==> src/rtl/mult_hilo_unit.sv <==
// Iterative shift-add unsigned multiplier with architectural HI/LO registers.
// One iteration per cycle; the pipeline is stalled on HI/LO accesses while busy.
module mult_hilo_unit #(
  parameter int WIDTH = 32
) (
  input  logic             clk,
  input  logic             rst,
  input  logic             start,
  input  logic [WIDTH-1:0] a,
  input  logic [WIDTH-1:0] b,
  input  logic             rd_req,
  input  logic             hi_sel,
  input  logic             wr_hi,
  input  logic             wr_lo,
  input  logic [WIDTH-1:0] wdata,
  output logic [WIDTH-1:0] hilo_out,
  output logic             busy,
  output logic             done,
  output logic             stall
);

  localparam int CW = (WIDTH > 1) ? $clog2(WIDTH) : 1;
  localparam logic [CW-1:0] LAST = CW'(WIDTH - 1);

  typedef enum logic {IDLE, RUN} state_t;

  state_t           state_q, state_d;
  logic [WIDTH:0]   acc_q, acc_d;
  logic [WIDTH-1:0] mplier_q, mplier_d;
  logic [WIDTH-1:0] mcand_q, mcand_d;
  logic [CW-1:0]    count_q, count_d;
  logic [WIDTH-1:0] hi_q, hi_d;
  logic [WIDTH-1:0] lo_q, lo_d;
  logic             done_q, done_d;

  logic [WIDTH:0]   addend;
  logic [WIDTH:0]   sum;

  // acc_q[WIDTH] is always zero after a shift, so adding the full acc is
  // equivalent to adding its low WIDTH bits; the extra bit keeps the carry.
  assign addend = mplier_q[0] ? {1'b0, mcand_q} : '0;
  assign sum    = acc_q + addend;

  always_comb begin
    state_d  = state_q;
    acc_d    = acc_q;
    mplier_d = mplier_q;
    mcand_d  = mcand_q;
    count_d  = count_q;
    hi_d     = hi_q;
    lo_d     = lo_q;
    done_d   = 1'b0;
    unique case (state_q)
      IDLE: begin
        if (start) begin
          mcand_d  = a;
          mplier_d = b;
          acc_d    = '0;
          count_d  = '0;
          state_d  = RUN;
        end else begin
          if (wr_hi) hi_d = wdata;
          if (wr_lo) lo_d = wdata;
        end
      end
      RUN: begin
        acc_d    = {1'b0, sum[WIDTH:1]};
        mplier_d = {sum[0], mplier_q[WIDTH-1:1]};
        count_d  = count_q + CW'(1);
        if (count_q == LAST) begin
          hi_d    = sum[WIDTH:1];
          lo_d    = mplier_d;
          done_d  = 1'b1;
          state_d = IDLE;
        end
      end
      default: state_d = IDLE;
    endcase
  end

  always_ff @(posedge clk or posedge rst) begin
    if (rst) begin
      state_q  <= IDLE;
      acc_q    <= '0;
      mplier_q <= '0;
      mcand_q  <= '0;
      count_q  <= '0;
      hi_q     <= '0;
      lo_q     <= '0;
      done_q   <= 1'b0;
    end else begin
      state_q  <= state_d;
      acc_q    <= acc_d;
      mplier_q <= mplier_d;
      mcand_q  <= mcand_d;
      count_q  <= count_d;
      hi_q     <= hi_d;
      lo_q     <= lo_d;
      done_q   <= done_d;
    end
  end

  assign busy     = (state_q == RUN);
  assign done     = done_q;
  assign stall    = busy & (rd_req | start | wr_hi | wr_lo);
  assign hilo_out = hi_sel ? hi_q : lo_q;

endmodule

==> config.mk <==
export PLATFORM = sky130hd
export DESIGN_NAME = mult_hilo_unit
export DESIGN_NICKNAME = d
export VERILOG_FILES = /design/src/rtl/mult_hilo_unit.sv
export SDC_FILE = /design/constraint.sdc
export NUM_CORES = 1
export LEC_CHECK = 0
export ABC_CLOCK_PERIOD_IN_PS = 6700
export BUFFER_PORTS_ARGS = -buffer_cell sky130_fd_sc_hd__buf_2
export CAP_MARGIN = 20
export CORE_MARGIN = 5
export CORE_UTILIZATION = 45
export DETAILED_ROUTE_END_ITERATION = 10
export PLACE_DENSITY = 0.66
export SLEW_MARGIN = 20
export SYNTH_ARGS = -nofsm -noshare
export SYNTH_HDL_FRONTEND = slang
export SYNTH_SLANG_ARGS = --single-unit
==> constraint.sdc <==
create_clock -name clk -period 6.7 [get_ports clk]
set_clock_uncertainty 0.1 [all_clocks]
set_input_delay 1.34 -clock clk [delete_from_list [all_inputs] [get_ports clk]]
set_output_delay 1.34 -clock clk [all_outputs]
set_load 0.03 [all_outputs]
==> metrics <==
total negative slack 0 ns; hold path endpoint lo_q[12]$_DFFE_PP0P_; crit-path max FO 32; # rows 52; share of layout cells above drive strength 1 24.5%; initial detailed-routing violation count 563; fin crit share 59.2%; Worst Setup End Kind primary output; R2R Path End hi_q[29]$_DFFE_PP0P_; # resized after CTS 0; Final Net Count 1183; Placed Cells 1296; worst-path cell chain buf_2, mux2_2, buf_2; ys flop type dfrtp_1; Synth cell types 54; Post-DRT Antenna Nets 0; hold crit path type register to register; final setup fails 0; vias in the first global route 6976; final wirelength 22.9 mm; diode count 0; final RePlAce weighted congestion 0.875; core area 0.0200 mm2; FF-to-FF Start mplier_q[0]$_DFFE_PP0P_; FMAX 0.252 GHz; largest net degree at the start of global routing 90; Worst path most repeated cell buf_2; post-synth net total 1075; die area 0.0231 mm2; DRT Pass-1 Iters 5; Post-CTS Setup Bufs 0; Via density 5.40; CP bufs+invs 2; crit-path max cell delay 0.57 ns; Net Sw Frac 42.9%; WS Path Type primary input to primary output; Cell Int Power 3.07 mW; Slew @ Worst Pin 0.821 ns; IO buf count 137; Die Span Y 152 um; Synth-to-Final Area Change 16.0%; Critical-path top delay cell buf_2; Fillers 1922; IR drop worst, VDD 170 uV; pwr/cell area 512 mW/mm2; io pins 138; Clock H-tree levels 4; R2R Setup Slk 3.02 ns; max-slew violations 0; number of vias in the routed layout 7171; Starting Density 45.3%; Slew HR 45.3%; register area share after synthesis 46.1%; #FFs+latches synth 167; max cap viols 0; TritonCTS sink count 167; first-pass GRT wire length 37.0 mm; mapped cell area 0.00907 mm2; DRC 0; status finished clean; clock-pin slew on the worst setup and hold paths 0.07 ns; worst endpoint required time 5.26 ns; clock root cell clkbuf_16; Setup crit start kind primary input; EDFF count, synth 0; Lkg Pwr 5.04 nW; YS warnings 0; Die Span X 152 um; cells on worst reg2reg path 11; total track usage 19.6%; Final Hold Fails 0; Hold Startpoint lo_q[12]$_DFFE_PP0P_; DR WL/cell 17.2 um; global route overflow 0; RSZ-0062 raised after global routing false; hpwl dp 16.8 mm; combinational share of power 48.6%; Tmin final 3.97 ns; Post-Synthesis Cells 937; non-filler cells, final 1328; CP delay by family, top buffers and inverters; CTS Hold Bufs 0; switching power 2.31 mW; initial antenna violation count 0; CTS tree yes; Syn Area/Cell 9.68 um2; worst skew pair latency 0.42 ns; sequential power share 34.2%; ys async rst share 100%; Clk network pwr share 17.1%; total CTS buffers 17; hold depth 2; clock tree buffer depth 2; WP data arrival 2.53 ns
==> power groups by stage <==
stage / clock network [mW] / logic [mW] / registers (mW)
6_report: 0.923 / 2.62 / 1.84
5_1_grt: 0.984 / 2.92 / 1.91
4_1_cts: 0.937 / 2.62 / 1.85
3_5_place_dp: 0 / 2.62 / 1.85
3_3_place_gp: 0 / 2.56 / 1.85
2_1_floorplan: 0 / 2.06 / 1.70
==> cell usage in the layout, fill, tap and decap left out, drive strengths merged, types with 3 or more instances in the layout <==
| cell | instances |
|---|---|
| mux2i | 36 |
| dfrtp | 167 |
| clkinv | 6 |
| nor2 | 34 |
| buf | 146 |
| a21boi | 16 |
| inv | 17 |
| o21ai | 99 |
| xor2 | 13 |
| nand2 | 159 |
| o211ai | 4 |
| clkinvlp | 3 |
| a21oi | 59 |
| o22ai | 6 |
| a21o | 9 |
| and3 | 9 |
| a31oi | 14 |
| a22o | 13 |
| o21a | 6 |
| nand4 | 10 |
| clkbuf | 18 |
| nand3 | 8 |
| a221o | 7 |
| and2 | 47 |
| o21bai | 5 |
| ha | 34 |
| mux2 | 65 |
| nor2b | 5 |
| xnor2 | 15 |
==> logic make-up after synthesis <==
family	count (synthesis)	share of synthesized area, %
buf+inv	69	2.88
compound gates	254	17.2
simple gates	283	14.2
fa+ha+maj	35	4.91
mux	101	12.0
xor+xnor	28	2.70
flops	167	46.1
==> worst reg2reg max path: stages (launching register included) <==
cell and delay [ns]:
dfrtp_1 0.69, and2_1 0.33, ha_1 0.21, fa_1 0.40, a21o_1 0.17, a21oi_1 0.30
o211ai_2 0.19, a21oi_2 0.27, o41a_1 0.31, mux2i_1 0.27, a21oi_1 0.11, a211o_1 0.23
==> cells in the mapped netlist, drive strengths merged, types with 4 or more instances <==
cell type	n	share of area [%]
o21ai	99	5.5
o21a	6	0.50
a221o	7	0.77
a21boi	16	1.3
xnor2	15	1.4
mux2i	36	4.0
nor2	34	1.4
o22ai	6	0.41
a21oi	59	3.3
a22o	13	1.3
nand4	10	0.69
a31oi	14	0.97
o21bai	5	0.41
inv	11	0.46
and3	9	0.62
a21o	9	0.74
dfrtp	167	46
buf	10	0.44
and2	47	3.2
ha	34	4.7
xor2	13	1.3
clkbuf	47	1.9
nand3	8	0.44
o211ai	4	0.39
nor2b	5	0.34
nand2	159	6.6
mux2	65	8.1
==> through the flow <==
step / total power [mW] / setup WS [ns] / utilization (%) / area, um2 / hold WS, ns
after floorplan: 3.76 / 0.742 / - / 9070 / 0.344
after global placement: 4.41 / 2.77 / 49.8 / 9970 / 0.361
after detailed placement: 4.48 / 2.72 / 49.8 / 9970 / 0.370
after CTS: 5.41 / 2.72 / 52.5 / 10500 / 0.386
after global routing: 5.81 / 2.68 / 52.5 / 10500 / 0.401
final: 5.39 / 2.73 / 52.5 / 10500 / 0.378
==> per-layer routing <==
layer / vias to the layer above / wire, um / GRT usage (%)
met5: - / 0 / 0
met4: 0 / 266 / 4.20
met3: 22 / 1200 / 4.10
met2: 187 / 10100 / 29.1
met1: 3437 / 11400 / 29.6
li1: 3525 / - / -
==> registers in the layout (all words and copies together), names as in the netlist <==
signal	cells
mcand_q	32
count_q	5
lo_q	32
done	1
busy	1
hi_q	32
mplier_q	32
acc_q	32
==> layout make-up <==
class | instances | area [um2] | share of cell area, %
Multi-Input combinational cell | 701 | 4650 | 44.2
Sequential cell | 167 | 4180 | 39.7
Timing Repair Buffer | 146 | 757 | 7.19
Clock buffer | 18 | 429 | 4.08
Tap cell | 270 | 338 | 3.21
Clock inverter | 14 | 118 | 1.12
Inverter | 12 | 50.0 | 0.476
==> how the worst max path moves through the flow <==
stage	start	to	cells past startpoint
6_report	hi_sel	hilo_out[19]	3
5_1_grt	hi_sel	hilo_out[19]	3
4_1_cts	hi_sel	hilo_out[19]	3
3_5_place_dp	hi_sel	hilo_out[19]	3
3_3_place_gp	hi_sel	hilo_out[28]	3
2_1_floorplan	rst	acc_q[0]$_DFFE_PP0P_	1
Power figures use the tool's default switching activity.
